### src/rtl/adxl362_spi_responder.sv
// adxl362_spi_responder
// SPI mode-0 slave standing in for the ADXL362 accelerometer. The SPI pins are
// oversampled on ClkPort, and register reads/writes are served from a small
// register map. Injected X/Y/Z samples are snapshotted at the start of each
// frame, so a burst read always returns one coherent sample.

module adxl362_spi_responder #(
  parameter int SYNC_STAGES = 2
) (
  input  logic        ClkPort,
  input  logic        Reset,
  input  logic        sclk,
  input  logic        mosi,
  input  logic        ss,
  output logic        miso,
  input  logic [11:0] accel_x,
  input  logic [11:0] accel_y,
  input  logic [11:0] accel_z,
  input  logic        sample_valid,
  output logic        reg_wr_en,
  output logic [5:0]  reg_wr_addr,
  output logic [7:0]  reg_wr_data,
  output logic        cmd_err
);

  typedef enum logic [2:0] {IDLE, CMD, ADDR, DATA, IGNORE} state_t;

  logic [SYNC_STAGES-1:0] sclk_sync;
  logic [SYNC_STAGES-1:0] mosi_sync;
  logic [SYNC_STAGES-1:0] ss_sync;
  logic       sclk_prev;
  logic       ss_prev;
  logic       sclk_rise;
  logic       sclk_fall;
  logic       ss_fall;
  logic       ss_rise;
  logic       mosi_d;

  state_t     state;
  logic [2:0] bit_cnt;
  logic [7:0] rx_shift;
  logic [7:0] tx_shift;
  logic [5:0] addr;
  logic       is_read;
  logic       data_ready;
  logic [11:0] shadow_x;
  logic [11:0] shadow_y;
  logic [11:0] shadow_z;
  logic [7:0] storage [16];

  logic [7:0] rx_byte;
  logic       byte_done;
  logic [5:0] next_addr;
  logic [5:0] load_addr;
  logic [3:0] rd_idx;
  logic [3:0] wr_idx;
  logic       load_tx;
  logic       clear_ready;
  logic       addr_writable;
  logic [7:0] load_data;

  // Synchronize the SPI pins and register one-cycle edge pulses; the ss chain
  // resets low so a reset taken mid-frame cannot invent a fresh ss fall.
  always_ff @(posedge ClkPort or posedge Reset) begin
    if (Reset) begin
      sclk_sync <= '0;
      mosi_sync <= '0;
      ss_sync   <= '0;
      sclk_prev <= 1'b0;
      ss_prev   <= 1'b0;
      sclk_rise <= 1'b0;
      sclk_fall <= 1'b0;
      ss_fall   <= 1'b0;
      ss_rise   <= 1'b0;
      mosi_d    <= 1'b0;
    end else begin
      sclk_sync <= {sclk_sync[SYNC_STAGES-2:0], sclk};
      mosi_sync <= {mosi_sync[SYNC_STAGES-2:0], mosi};
      ss_sync   <= {ss_sync[SYNC_STAGES-2:0], ss};
      sclk_prev <= sclk_sync[SYNC_STAGES-1];
      ss_prev   <= ss_sync[SYNC_STAGES-1];
      sclk_rise <= sclk_sync[SYNC_STAGES-1] & ~sclk_prev;
      sclk_fall <= ~sclk_sync[SYNC_STAGES-1] & sclk_prev;
      ss_fall   <= ~ss_sync[SYNC_STAGES-1] & ss_prev;
      ss_rise   <= ss_sync[SYNC_STAGES-1] & ~ss_prev;
      mosi_d    <= mosi_sync[SYNC_STAGES-1];
    end
  end

  // Byte assembly, address stepping and the register-map read mux.
  always_comb begin
    rx_byte       = {rx_shift[6:0], mosi_d};
    byte_done     = sclk_rise && (bit_cnt == 3'd7);
    next_addr     = addr + 6'd1;
    load_addr     = (state == ADDR) ? rx_byte[5:0] : next_addr;
    rd_idx        = load_addr[3:0] - 4'hF;
    wr_idx        = addr[3:0] - 4'hF;
    load_tx       = byte_done && is_read && ((state == ADDR) || (state == DATA));
    clear_ready   = load_tx &&
                    (((load_addr >= 6'h08) && (load_addr <= 6'h0A)) ||
                     ((load_addr >= 6'h0E) && (load_addr <= 6'h13)));
    addr_writable = (addr >= 6'h1F) && (addr <= 6'h2E);
    load_data     = 8'h00;
    case (load_addr)
      6'h00: load_data = 8'hAD;
      6'h01: load_data = 8'h1D;
      6'h02: load_data = 8'hF2;
      6'h03: load_data = 8'h01;
      6'h08: load_data = shadow_x[11:4];
      6'h09: load_data = shadow_y[11:4];
      6'h0A: load_data = shadow_z[11:4];
      6'h0B: load_data = {7'd0, data_ready};
      6'h0E: load_data = shadow_x[7:0];
      6'h0F: load_data = {{4{shadow_x[11]}}, shadow_x[11:8]};
      6'h10: load_data = shadow_y[7:0];
      6'h11: load_data = {{4{shadow_y[11]}}, shadow_y[11:8]};
      6'h12: load_data = shadow_z[7:0];
      6'h13: load_data = {{4{shadow_z[11]}}, shadow_z[11:8]};
      default: begin
        if ((load_addr >= 6'h1F) && (load_addr <= 6'h2E)) begin
          load_data = storage[rd_idx];
        end
      end
    endcase
  end

  // Transaction state machine with registered miso, write strobe and error pulse.
  always_ff @(posedge ClkPort or posedge Reset) begin
    if (Reset) begin
      state       <= IDLE;
      bit_cnt     <= 3'd0;
      rx_shift    <= 8'h00;
      tx_shift    <= 8'h00;
      addr        <= 6'd0;
      is_read     <= 1'b0;
      data_ready  <= 1'b0;
      shadow_x    <= 12'd0;
      shadow_y    <= 12'd0;
      shadow_z    <= 12'd0;
      miso        <= 1'b0;
      reg_wr_en   <= 1'b0;
      reg_wr_addr <= 6'd0;
      reg_wr_data <= 8'h00;
      cmd_err     <= 1'b0;
      for (int i = 0; i < 16; i++) begin
        storage[i] <= (i == 13) ? 8'h13 : 8'h00;
      end
    end else begin
      reg_wr_en <= 1'b0;
      cmd_err   <= 1'b0;

      if (sample_valid) begin
        data_ready <= 1'b1;
      end else if (clear_ready) begin
        data_ready <= 1'b0;
      end

      if (sclk_rise) begin
        rx_shift <= rx_byte;
        bit_cnt  <= bit_cnt + 3'd1;
      end

      if (ss_rise) begin
        state <= IDLE;
        miso  <= 1'b0;
      end else begin
        case (state)
          IDLE: begin
            miso <= 1'b0;
            if (ss_fall) begin
              state    <= CMD;
              bit_cnt  <= 3'd0;
              shadow_x <= accel_x;
              shadow_y <= accel_y;
              shadow_z <= accel_z;
            end
          end
          CMD: begin
            miso <= 1'b0;
            if (byte_done) begin
              if (rx_byte == 8'h0B) begin
                is_read <= 1'b1;
                state   <= ADDR;
              end else if (rx_byte == 8'h0A) begin
                is_read <= 1'b0;
                state   <= ADDR;
              end else begin
                cmd_err <= 1'b1;
                state   <= IGNORE;
              end
            end
          end
          ADDR: begin
            miso <= 1'b0;
            if (byte_done) begin
              addr <= rx_byte[5:0];
              if (is_read) begin
                tx_shift <= load_data;
              end
              state <= DATA;
            end
          end
          DATA: begin
            if (is_read) begin
              if (sclk_fall) begin
                miso     <= tx_shift[7];
                tx_shift <= {tx_shift[6:0], 1'b0};
              end
              if (byte_done) begin
                addr     <= next_addr;
                tx_shift <= load_data;
              end
            end else begin
              miso <= 1'b0;
              if (byte_done) begin
                if (addr_writable) begin
                  storage[wr_idx] <= rx_byte;
                end
                reg_wr_en   <= 1'b1;
                reg_wr_addr <= addr;
                reg_wr_data <= rx_byte;
                addr        <= next_addr;
              end
            end
          end
          IGNORE: begin
            miso <= 1'b0;
          end
          default: begin
            miso  <= 1'b0;
            state <= IDLE;
          end
        endcase
      end
    end
  end

endmodule
### config.mk
export PLATFORM = sky130hd
export DESIGN_NAME = adxl362_spi_responder
export DESIGN_NICKNAME = d
export VERILOG_FILES = /design/src/rtl/adxl362_spi_responder.sv
export SDC_FILE = /design/constraint.sdc
export NUM_CORES = 1
export LEC_CHECK = 0
export BUFFER_PORTS_ARGS = -buffer_cell sky130_fd_sc_hd__buf_4
export CORE_MARGIN = 2
export CORE_UTILIZATION = 55
export DETAILED_ROUTE_END_ITERATION = 8
export GPL_ROUTABILITY_DRIVEN = 0
export GPL_TIMING_DRIVEN = 0
export PLACE_DENSITY = 0.73
export RECOVER_POWER = 100
export SYNTH_ARGS = -nofsm -noshare
export SYNTH_HDL_FRONTEND = slang
export SYNTH_SLANG_ARGS = --single-unit
export TNS_END_PERCENT = 100
### constraint.sdc
create_clock -name ClkPort -period 11.2 [get_ports ClkPort]
set_clock_uncertainty 0.05 [all_clocks]
set_input_delay 3.36 -clock ClkPort [delete_from_list [all_inputs] [get_ports ClkPort]]
set_output_delay 3.36 -clock ClkPort [all_outputs]
set_load 0.005 [all_outputs]
# [Word level (Yosys, flattened, before mapping)]
# Index checks and enable logic that the tools add are counted.
[totals] ff_bits=223 inputBits=42 output_inout_bits=17 wordCells=168
[classes] n_addsub=4 magnitude_cmp=11 n_eq_ne=30 mux=46 bitwise_logic=12 reduce_logical=24
[ops] cell="$bwmux W128" count=1
[ops] cell="$pmux W8 S14" count=1
[ops] cell="$mux W8" count=9
[ops] cell="$eq A6 B4 Y1 const B" count=6
[ops] cell="$bmux W8 S4" count=1
[ops] cell="$demux W8 S4" count=1
[ops] cell="$mux W3" count=10
[ops] cell="$eq A6 B5 Y1 const B" count=4
[ops] cell="$mux W6" count=3
[ops] cell="$mux W1" count=17
[ops] cell="$eq A8 B4 Y1 const B" count=2
[ops] cell="$pmux W8 S2" count=1
[ops] cell="$reduce_and A4 Y1" count=4
[ops] cell="$eq A6 B2 Y1 const B" count=2
[ops] cell="$ge A6 B4 Y1 const B" count=2
[ops] cell="$ge A6 B5 Y1 const B" count=2
[ops] cell="$le A6 B6 Y1 const B" count=2
[ops] cell="$ne A3 B3 Y1 const B" count=4
[ops] cell="$pmux W3 S4" count=1
[ops] cell="$pmux W6 S2" count=1
[ops] cell="$ge A5 B5 Y1 const B" count=2
[ops] cell="$not A4 Y5" count=2
[ops] cell="$logic_and A1 B1 Y1" count=9
[ops] cell="$ne A2 B2 Y1 const B" count=4
[ops] cell="22 further kinds" count=36

# [Logic depth before layout (Yosys ltp)]
[depth] depth_word=12 ltp_mapped=12 depth_no_buf=10

# [Worst setup path after synthesis]
# No wires, ideal clock.
[synth_timing] path_kind="input -> register" startpoint="in accel_x[0]" endpoint="reg shadow_x[0]" setup_time_ns=0.125 t_arrival_ns=3.597 required_ns=11.025 setup_slack_ns=7.428 stages=1 n_path_buf=0 path_cell_list="mux2_2"
[synth_lines] item="start, declared" line_no="16" source="input logic [11:0] accel_x,"
[synth_lines] item="end signal, assigned" line_no="173" source="shadow_x <= accel_x;"
[synth_lines] item="end, declared" line_no="46" source="logic [11:0] shadow_x;"
# No word-level cell between the ends.

==> results.md <==
- Status: finished, violations left
- Failing checks: capacitance limit, slew limit
- Post-Synth Simple-Gate Area: 9.30%
- Worst Reg2Reg Path Length in Cells: 10
- Die area: 21000 sq um
- Final WL: just under 30000 um
- Finished Core Util: 64.1%
- Synth top area cells: dfrtp_1 (50%), mux2_2 (18%), nand2_1 (3.2%)
- Fmax achieved: between 150 and 200 MHz
- CP Depth: 2
- Initial antenna violation count: 0
- Crit path kind: in2async
- DRT iter0 DRCs: roughly 770
- Share of the synthesized area in the top cell type: 50.3%
- Post-synth EDFFs: 0
- Post-Synth Adder-Cell Area: 0.914%
- Post-synthesis async set-or-reset flop share: 100%
- Crit. End Element: asynchronous set/reset pin
- Synth area leader: dfrtp_1
- Commonest non-fill, non-tap cell in the layout: dfrtp_1
- Minimum clock period: about 6.4 ns
- Pleak: between 5 and 6 nW
- Cell chain of the critical path: clkbuf_4, clkinvlp_2
- Final Hold Viols: 0
- CP Buf/Inv Count: 2
- Sink Count: roughly 220
- CP Data Arrival Time: roughly 6.1 ns
- RSZ-0062 raised after global routing: false
- Ratio of final minimum period to clock period: 56.8%
- Total setup buffers inserted after CTS: 0
- Routed vias: 7960
- Worst slew pin tran: about 4.6 ns
- DR WL/cell: 23.4 um
- CP peak stage delay: roughly 2.6 ns
- Core Rows: between 50 and 60
- Hold crit path type: reg2reg
- Worst path top cell family by delay: buffers and inverters
- Residual DRC: 0
- Remaining global-route overflow: 0
- Synth Flop Type: dfrtp_1
- YS warnings: 0
- Max-Cap Viols: 1
- First-pass GRT wire length: 46300 um
- Critical Path Start: Reset
- Worst setup SP type: input pin
- Synthesized flop and latch total: between 200 and 250
- Initial Util: ~56%
- Share of cells above drive strength 1: approximately a third
- Worst hold slack: 0.296 ns
- FF-to-FF End: tx_shift[2]
- ANT cells: 0
- Core area: 19500 sq um
- CTS Buffer Depth: 3
- Final nets: slightly above 1000
- Hold_buf cts: 0
- Post-DP HPWL: approximately 20000 um
- Num ports: 59
- Max_slew headroom: -209%
- CTS H-Tree Depth: 1
- Synth Net Count: roughly 950
- Sequential area share after synthesis: 51.0%
- Die H: around 150 um
- Most frequent cells in the layout: dfrtp_1 (220), mux2_2 (177), nand2_1 (94)
- Worst-Skew Late Latency: around 0.54 ns
- Compound-Gate Fraction of Synth Area: approximately a tenth
- Clock transition at path regs: roughly 0.060 ns
- Die W: 145 um
- Pwr Density: 155 nW/um^2
- Top fanout value on the critical path: roughly 100
- Fraction of synthesized area in multiplexers: 25.0%
- Xor and xnor area share after synthesis: less than 1%
- Total GRT Usage: 28.2%
- Syn Area/Cell: around 12 sq um
- Multi-input logic area: 5010 sq um
- Post-synthesis cell area: around 11000 sq um
- Pre-antenna DRT Iters: 6
- CP required: about 11 ns
- Synth cell types: roughly 70
- Final setup fails: 0
- IO Port Bufs: 58
- Slowest stage cell on the critical path: clkinvlp_2
- Post-Layout Inst Area: 12500 sq um
- Reg area: 5580 sq um
- Post-cts resize count: 0
- Filler cell count in the final layout: ~1600
- Reg2Reg Setup Slack: around 6.1 ns
- Syn Inst Count: 898
- Total power: approximately 1.9 mW
- Largest net degree at the start of global routing: around 120
- CTS tree: yes
- CTS root buf: clkbuf_16
- Layout area overhead: 14.3%
- Vias in the first global route: roughly 8000
- Vias/cell: roughly 6.3
- Max-slew violation count: 103
- Largest family of logic cells by synthesized area: multiplexers
- Worst R2R Start: addr[0]
- CP endpoint: shadow_x[1]
- ANT nets after route: 0
- Maximum vdd drop: roughly 110 uV
- Num CTS Buffers: 24
- DP Area: approximately 12000 sq um
-- registers in the layout, indices dropped and copies added, names as in the netlist, 2 cells and up --
name         count
shadow_y        12
tx_shift         8
reg_wr_addr      6
state            3
bit_cnt          3
ss_sync          2
storage        128
rx_shift         7
shadow_x        12
mosi_sync        2
shadow_z        12
sclk_sync        2
reg_wr_data      8
addr             6
-- synth_stat cells, drive strengths merged, types with 3 or more instances --
| master | number |
|---|---|
| mux2i | 35 |
| nor2 | 40 |
| dfrtp | 220 |
| o21ai | 28 |
| a31o | 3 |
| nor3 | 14 |
| a41oi | 3 |
| dfstp | 3 |
| a22oi | 13 |
| a32oi | 6 |
| xnor2 | 4 |
| nor4 | 4 |
| nand3 | 14 |
| nor2b | 11 |
| ha | 8 |
| a21oi | 22 |
| nand2b | 7 |
| a31oi | 9 |
| a211oi | 6 |
| and2 | 3 |
| nand2 | 94 |
| a2111oi | 5 |
| nand4 | 10 |
| a21o | 5 |
| mux2 | 178 |
| mux4 | 15 |
| inv | 10 |
| a221oi | 9 |
| buf | 22 |
| xor2 | 3 |
| a311oi | 6 |
| clkbuf | 35 |
| and3 | 4 |
| o211ai | 4 |
| a22o | 10 |
| o22ai | 7 |
-- power breakdown --
| part | internal, mW | switching [mW] | leakage [nW] |
|---|---|---|---|
| combinational | 0.0734 | 0.122 | 2.39 |
| clock | 0.498 | 0.331 | 0.403 |
| sequential | 0.862 | 0.0488 | 2.98 |
| total | 1.43 | 0.502 | 5.78 |
-- worst min-delay path by stage --
stage / from / to / slack [ns] / cells past startpoint
2_1_floorplan: mosi_sync[1] / mosi_d / 0.28 / 0
3_3_place_gp: mosi_sync[0] / mosi_sync[1] / 0.28 / 0
3_5_place_dp: mosi_sync[0] / mosi_sync[1] / 0.29 / 0
4_1_cts: mosi_sync[0] / mosi_sync[1] / 0.30 / 0
5_1_grt: ss_sync[0] / ss_sync[1] / 0.30 / 0
6_report: mosi_sync[0] / mosi_sync[1] / 0.30 / 0
-- layout make-up --
| class | instances | share of cell area (%) |
|---|---|---|
| clock buffers | 36 | 5.89 |
| repair buffers | 59 | 3.70 |
| plain buffers | 57 | 2.11 |
| clock inverters | 6 | 0.660 |
| multi-input cells | 608 | 40.0 |
| well taps | 265 | 2.65 |
| inverters | 10 | 0.310 |
| flip-flops and latches | 223 | 44.6 |
-- stage by stage --
| stage | setup TNS [ns] | setup WS [ns] | std cells |
|---|---|---|---|
| detailed placement | 0 | 6.56 | 1222 |
| global route | 0 | 4.09 | 1264 |
| CTS | 0 | 6.72 | 1264 |
| floorplan | 0 | 1.69 | 898 |
| finish | 0 | 4.84 | 1264 |
| global placement | -174.59 | -0.812 | 1221 |
-- routing by layer --
metal | global-route usage, % | share of wire [%] | vias up
met2 | 45.4 | 47 | 324
met4 | 10.2 | 4.3 | 0
met5 | 0 | 0 | -
met3 | 5.72 | 7.0 | 101
li1 | - | - | 3489
met1 | 38.4 | 42 | 4046
-- cell families after synthesis --
group                      count (synthesis)
muxes                                    228
DFF                                      223
and+or+nand+nor                          211
AOI/OAI and AO/OA                        154
buffers and inverters                     67
adders and majority gates                  8
xor gates and xnor gates                   7
(Power assumes the default switching activity.)
